**config.mk**
```make
export PLATFORM = sky130hd
export DESIGN_NAME = alu_2bit_seq
export DESIGN_NICKNAME = d
export VERILOG_FILES = /design/src/rtl/alu_2bit_seq.sv
export SDC_FILE = /design/constraint.sdc
export NUM_CORES = 1
export LEC_CHECK = 0
export ABC_CLOCK_PERIOD_IN_PS = 4900
export CORE_MARGIN = 3
export CORE_UTILIZATION = 56
export CTS_CLUSTER_DIAMETER = 50
export CTS_CLUSTER_SIZE = 40
export DETAILED_ROUTE_END_ITERATION = 16
export HOLD_SLACK_MARGIN = 0.1
export MAX_ROUTING_LAYER = met4
export PLACE_DENSITY_LB_ADDON = 0.15
export RECOVER_POWER = 100
export SYNTH_ARGS = -nofsm -noshare
export SYNTH_HDL_FRONTEND = slang
export SYNTH_SLANG_ARGS = --single-unit
export TNS_END_PERCENT = 1
```
**constraint.sdc**
```tcl
create_clock -name clk -period 4.9 [get_ports clk]
set_input_delay 0.98 -clock clk [delete_from_list [all_inputs] [get_ports clk]]
set_output_delay 0.98 -clock clk [all_outputs]
set_load 0.01 [all_outputs]
```
**src/rtl/alu_2bit_seq.sv**
```systemverilog
// Sequenced 2-bit signed ALU responder with valid/ready request and response.
// MUL runs as a two-step shift-add; every other op finishes in one cycle.
module alu_2bit_seq #(
    parameter int CNT_W = 8
) (
    input  logic             clk,
    input  logic             rst,
    input  logic             req_valid,
    output logic             req_ready,
    input  logic [1:0]       A,
    input  logic [1:0]       B,
    input  logic             Cin,
    input  logic [2:0]       control,
    output logic             rsp_valid,
    input  logic             rsp_ready,
    output logic [3:0]       result,
    output logic             busy,
    output logic [CNT_W-1:0] op_count
);

    typedef enum logic [1:0] {
        IDLE = 2'd0,
        MUL1 = 2'd1,
        RESP = 2'd2
    } state_t;

    localparam logic [2:0] OP_AND = 3'b000;
    localparam logic [2:0] OP_OR  = 3'b001;
    localparam logic [2:0] OP_XOR = 3'b010;
    localparam logic [2:0] OP_NOT = 3'b011;
    localparam logic [2:0] OP_ADD = 3'b100;
    localparam logic [2:0] OP_SUB = 3'b101;
    localparam logic [2:0] OP_MUL = 3'b110;
    localparam logic [2:0] OP_CMP = 3'b111;

    state_t     state;
    logic [1:0] a_q;
    logic       b1_q;
    logic [3:0] acc;

    logic [3:0] sa;
    logic [3:0] sb;
    logic [3:0] cin4;
    logic [1:0] lg;
    logic [3:0] op_res;
    logic [3:0] mul_init;
    logic [3:0] mul_sub;
    logic       accept;

    assign sa   = {{2{A[1]}}, A};
    assign sb   = {{2{B[1]}}, B};
    assign cin4 = {3'b000, Cin};

    assign req_ready = (state == IDLE);
    assign rsp_valid = (state == RESP);
    assign busy      = (state != IDLE);
    assign accept    = req_valid && req_ready;

    always_comb begin
        lg     = 2'b00;
        op_res = 4'b0000;
        unique case (control)
            OP_AND: begin
                lg     = A & B;
                op_res = {{2{lg[1]}}, lg};
            end
            OP_OR: begin
                lg     = A | B;
                op_res = {{2{lg[1]}}, lg};
            end
            OP_XOR: begin
                lg     = A ^ B;
                op_res = {{2{lg[1]}}, lg};
            end
            OP_NOT: begin
                lg     = ~A;
                op_res = {{2{lg[1]}}, lg};
            end
            OP_ADD: op_res = sa + sb + cin4;
            OP_SUB: op_res = sa - sb - cin4;
            OP_MUL: op_res = 4'b0000;
            OP_CMP: begin
                if ($signed(sa) > $signed(sb))
                    op_res = 4'b0001;
                else if (sa == sb)
                    op_res = 4'b0000;
                else
                    op_res = 4'b1111;
            end
            default: op_res = 4'b0000;
        endcase
    end

    // B[1] carries weight -2, so the second partial product is subtracted
    assign mul_init = B[0] ? sa : 4'b0000;
    assign mul_sub  = b1_q ? {a_q[1], a_q, 1'b0} : 4'b0000;

    always_ff @(posedge clk or posedge rst) begin
        if (rst) begin
            state    <= IDLE;
            a_q      <= 2'b00;
            b1_q     <= 1'b0;
            acc      <= 4'b0000;
            result   <= 4'b0000;
            op_count <= '0;
        end else begin
            unique case (state)
                IDLE: begin
                    if (accept) begin
                        a_q  <= A;
                        b1_q <= B[1];
                        if (control == OP_MUL) begin
                            acc   <= mul_init;
                            state <= MUL1;
                        end else begin
                            result <= op_res;
                            state  <= RESP;
                        end
                    end
                end
                MUL1: begin
                    acc    <= acc - mul_sub;
                    result <= acc - mul_sub;
                    state  <= RESP;
                end
                RESP: begin
                    if (rsp_ready) begin
                        op_count <= op_count + 1'b1;
                        state    <= IDLE;
                    end
                end
                default: state <= IDLE;
            endcase
        end
    end

endmodule

```
# Yosys cells after proc, flatten, opt, wreduce, memory -nomap -nowiden
# Index checks and enable logic that the tools add are counted.
dict set report totals {
  out_inout_bits 15
  elab_cells 56
  regBits 21
  inputBits 12
}
dict set report op_classes {
  bitwise 4
  reduce_logical 10
  n_eq_ne 14
  order_cmp 1
  mux 15
  addsub 6
}
# operator count
set ops {}
lappend ops {{4-bit two-way mux} 8}
lappend ops {{4-bit one-hot mux with 7 select lines} 1}
lappend ops {{4-bit one-hot mux with 2 select lines} 2}
lappend ops {{3-bit == test, second input constant} 4}
lappend ops {{8-bit by 1-bit adder with 8-bit output, second input constant} 1}
lappend ops {{3-bit by 2-bit == test with 1-bit output, second input constant} 2}
lappend ops {{2-bit two-way mux} 3}
lappend ops {{2-bit by 1-bit != test with 1-bit output, second input constant} 3}
lappend ops {{2-bit one-hot mux with 3 select lines} 1}
lappend ops {{2-bit AND reduction} 3}
lappend ops {{3-bit AND reduction} 2}
lappend ops {{3-bit by 2-bit adder with 4-bit output} 1}
lappend ops {{4-bit == test} 1}
lappend ops {{2-bit nonzero test} 2}
lappend ops {{3-bit by 2-bit subtractor with 4-bit output} 1}
lappend ops {{4-bit subtractor} 1}
lappend ops {{2-bit by 2-bit adder with 3-bit output} 1}
lappend ops {{3-bit by 1-bit == test with 1-bit output, second input constant} 1}
lappend ops {{3-bit logical NOT} 1}
lappend ops {{2-bit by 2-bit subtractor with 3-bit output} 1}
lappend ops {{2-bit AND} 1}
lappend ops {{2-bit by 1-bit == test with 1-bit output, second input constant} 1}
lappend ops {{2-bit == test, second input constant} 1}
lappend ops {{2-bit greater-than comparator} 1}
lappend ops {{other kinds (6)} 6}

# Longest topological paths before layout
dict set report depth {
  depth_word 7
  depth_mapped 8
  ltp_nobuf 8
}

# Worst setup path before layout
# No wires, ideal clock.
dict set report synth_path {
  path_kind {input port to flip-flop}
  from {in A[0]}
  to {reg result[1]}
  cell_stages 5
  arrival_ns 2.550
  setup_slack_ns 2.229
  setup_time_ns 0.121
  path_buffers 0
  t_required_ns 4.779
  cell_sequence {fa_1 fa_1 a211o_1 a221o_1 a22o_1}
}
dict set report synth_between {
  elab_chain_len 7
  word_cells_on_any_way 12
  cone_classes {add/sub (4); order compare (1); eq/ne (1); mux (6)}
}
# element line_no
set synth_rtl {}
lappend synth_rtl {{start, declared} 10} ;# input logic [1:0] A,
lappend synth_rtl {{branches (longest 3 deep; another with 3-bit by 2-bit subtractor with 4-bit output)} -}
lappend synth_rtl {{4-bit one-hot mux with 7 select lines (*)} 62} ;# unique case (control)
lappend synth_rtl {{4-bit two-way mux (*)} 112} ;# if (control == OP_MUL) begin
lappend synth_rtl {{4-bit two-way mux (*)} 109} ;# if (accept) begin
lappend synth_rtl {{4-bit one-hot mux with 2 select lines (*)} 107} ;# unique case (state)
lappend synth_rtl {{end signal, assigned} 116} ;# result <= op_res;
lappend synth_rtl {{end signal, assigned} 123} ;# result <= acc - mul_sub;
lappend synth_rtl {{end, declared} 16} ;# output logic [3:0] result,
# Mark *: on every way between the ends. The select of a mux whose other input is x is not followed.
# A chain may end at the register's enable or synchronous reset.

# Worst setup path after layout
dict set report layout_path {
  from {in A[1]}
  to {reg result[0]}
}
dict set report layout_between {
  elab_chain_len 7
  word_cells_on_any_way 8
  cone_classes {order compare (1); eq/ne (1); mux (6)}
}
# element line_no
set layout_rtl {}
lappend layout_rtl {{4-bit == test} 85} ;# else if (sa == sb)
lappend layout_rtl {{4-bit two-way mux} 85}
lappend layout_rtl {{4-bit two-way mux (*)} 83} ;# if ($signed(sa) > $signed(sb))
lappend layout_rtl {{4-bit one-hot mux with 7 select lines (*)} 62}
lappend layout_rtl {{4-bit two-way mux (*)} 112}
lappend layout_rtl {{4-bit two-way mux (*)} 109}
lappend layout_rtl {{4-bit one-hot mux with 2 select lines (*)} 107}
# Every way passes the cells marked *; elsewhere a longest branch is shown, timed or not. The select of a mux whose other input is x is not followed.

==> results.json <==
{
  "status": "finished, final reports clean",
  "cts.sinks": 21,
  "gp_congestion": 0.859,
  "cts_hold_buf": 0,
  "synth_xor_area_frac": 0.0715,
  "critPathRequiredTime_ps": 5070,
  "drt_iter0_markers": 43,
  "clockBufferDepth": 2,
  "yosysSeqAreaShare": 0.357,
  "regArea_um2": 526,
  "start_util": 0.628,
  "vias_per_cell": 5.61,
  "hold_depth": 1,
  "r2r_slack_ps": 2950,
  "htreeDepth": 1,
  "postSynthCellCount": 150,
  "wl_per_cell_um": 15.0,
  "cts-root-buf": "clkbuf_4",
  "synth-simple-area-share": 0.158,
  "synth-compound-area-share": 0.133,
  "synth_area_um2": 1470,
  "slew_violations": 0,
  "yosys.area_share.adder": 0.175,
  "hpwl_um": 2490,
  "drive_gt1_frac": 0.0565,
  "synth.most_common_cell": "dfrtp_1",
  "tightest_slew_ps": 803,
  "synth_edf_count": 0,
  "ys_types": 36,
  "holdPathEnd": "op_count[7]",
  "yosys_warnings": 0,
  "muxShareOfSynthArea": 0.0443,
  "async_flop_share": 1.00,
  "multi_input_area_um2": 850,
  "setup_tns_ps": 0,
  "fillers": 177,
  "grt_pass1_wl_um": 5400,
  "peakVddDrop_mv": 0.309,
  "firstDrtPassIters": 5,
  "ant_nets": 0,
  "finClkSkew_ps": 3.54,
  "cts_setup_buffers": 0,
  "antenna_cells": 0,
  "critPathMaxFanout": 9,
  "setup_violations": 0,
  "synth_top_area_cell": "dfrtp_1",
  "min_period_over_period": 0.669,
  "hp-start": "op_count[7]",
  "grt_setup_unrepaired": "no",
  "fmax_mhz": 305,
  "fp.dieW_um": 57.2,
  "clkTransAtPathRegs_ps": 110,
  "synth_flop_cell": "dfrtp_1",
  "hold_viol_final": 0,
  "grt_use_total": 0.216,
  "start_kind": "primary input",
  "rows": 17,
  "endpoint_kind": "flop",
  "path_class": "in2reg",
  "io_buffer_count": 26,
  "reg2regPathDepth": 8,
  "grt_max_degree": 22,
  "hold_path_class": "reg2reg",
  "dieArea_um2": 3280,
  "cts_resized": 0,
  "cts_buffers": 3,
  "synth_nets": 179,
  "ios": 27,
  "die_h_um": 57.2,
  "ys_top_cells_by_area": "dfrtp_1 (36%), ha_1 (9.4%), fa_1 (8.2%)",
  "first_global_vias": 1182,
  "cap_viol_max_count": 0,
  "drcViolationCount": 0,
  "nNetsFinal": 207,
  "coreArea_um2": 2340,
  "area_growth_pct": 20.0,
  "p_per_area_nw_per_um2": 336,
  "vias": 1150,
  "p_total_mw": 0.593,
  "slew_headroom": 0.464,
  "avgSynthCellArea_um2": 9.80,
  "synth_top_family_by_area": "adder cells",
  "worst_skew_pair.late_latency_ps": 310,
  "ys_seq_elements": 21,
  "period_minus_slack_ps": 3280,
  "wl_um": 3080,
  "cts_tree": "yes",
  "synth_common_cells": "dfrtp_1 (21), inv_1 (18), nand2_1 (14)",
  "r2r-end": "acc[3]",
  "r2r-start": "b1_q",
  "arrival_ps": 3450,
  "synth.top_cell.area_share": 0.357,
  "antenna_found_initial": 0,
  "p_leak_nw": 0.854,
  "gr-total-overflow": 0
}
[per-stage QoR]
| stage | instances | setup WS [ps] | hold WS, ps | cell area, um^2 | utilization |
|---|---|---|---|---|---|
| after CTS | 205 | 1710 | 484 | 1770 | 0.757 |
| after floorplan | 150 | 2230 | 442 | 1470 | - |
| after detailed placement | 201 | 1400 | 468 | 1740 | 0.745 |
| after global placement | 201 | 1500 | 458 | 1740 | 0.745 |
| final | 205 | 1620 | 471 | 1760 | 0.754 |
| after global routing | 205 | 1440 | 509 | 1760 | 0.754 |
[report_power, final]
part	internal [mW]	leakage [nW]	switching [mW]
Combinational	0.127	0.574	0.118
Sequential	0.223	0.265	0.0397
Clock	0.0318	0.0150	0.0540
Total	0.381	0.854	0.212
[layout make-up]
type,instances,area share
clock buffer,4,0.0149
multi-input combinational,108,0.482
sequential,21,0.298
tap,28,0.0199
timing repair buffer,26,0.148
inverter,18,0.0383
[worst max-delay path by stage]
stage	depth (start not counted)	from	slack [ps]	end
final	8	A[1]	1620	result[0]
after detailed placement	8	A[1]	1400	result[0]
after floorplan	5	A[0]	2230	result[1]
after global routing	8	A[1]	1440	result[0]
after global placement	8	A[1]	1500	result[0]
after CTS	8	A[1]	1710	result[0]
[layout by cell type, fill, tap and decap left out, drive strengths merged, types with 2 or more instances in the layout]
master / instances
mux2: 4
nor2b: 4
ha: 11
fa: 6
nand3: 4
a21oi: 4
dlygate4sd3: 20
nor2: 10
o21ai: 11
clkdlybuf4s50: 6
o31ai: 2
and3b: 5
nand2: 14
xnor2: 7
xor2: 5
dfrtp: 21
o211ai: 2
and2: 3
clkbuf: 4
nand3b: 2
mux2i: 2
inv: 18
a31oi: 2
[registers in the layout, indices dropped and copies added (netlist names)]
| signal | cells |
|---|---|
| a_q | 2 |
| acc | 4 |
| op_count | 8 |
| state | 2 |
| result | 4 |
| b1_q | 1 |
[layer usage]
layer | vias to the layer above | track usage | part of all wire
li1 | 560 | - | -
met1 | 545 | 0.287 | 0.47
met2 | 36 | 0.341 | 0.47
met3 | 9 | 0.0226 | 0.040
met4 | 0 | 0.0861 | 0.024
met5 | - | - | 0
[worst max-delay path, cell delays in order]
cell	delay, ps
dlygate4sd3_1	760
inv_1	200
ha_1	370
or3b_1	380
o2111ai_1	100
o21ai_0	100
a2111oi_0	430
o31ai_1	130
[logic make-up after synthesis]
group,count (synthesis)
and+or+nand+nor,44
AOI/OAI and AO/OA,29
buffers and inverters,21
DFF,21
adders and majority gates,17
xor gates and xnor gates,12
muxes,6
(Power assumes the default switching activity.)
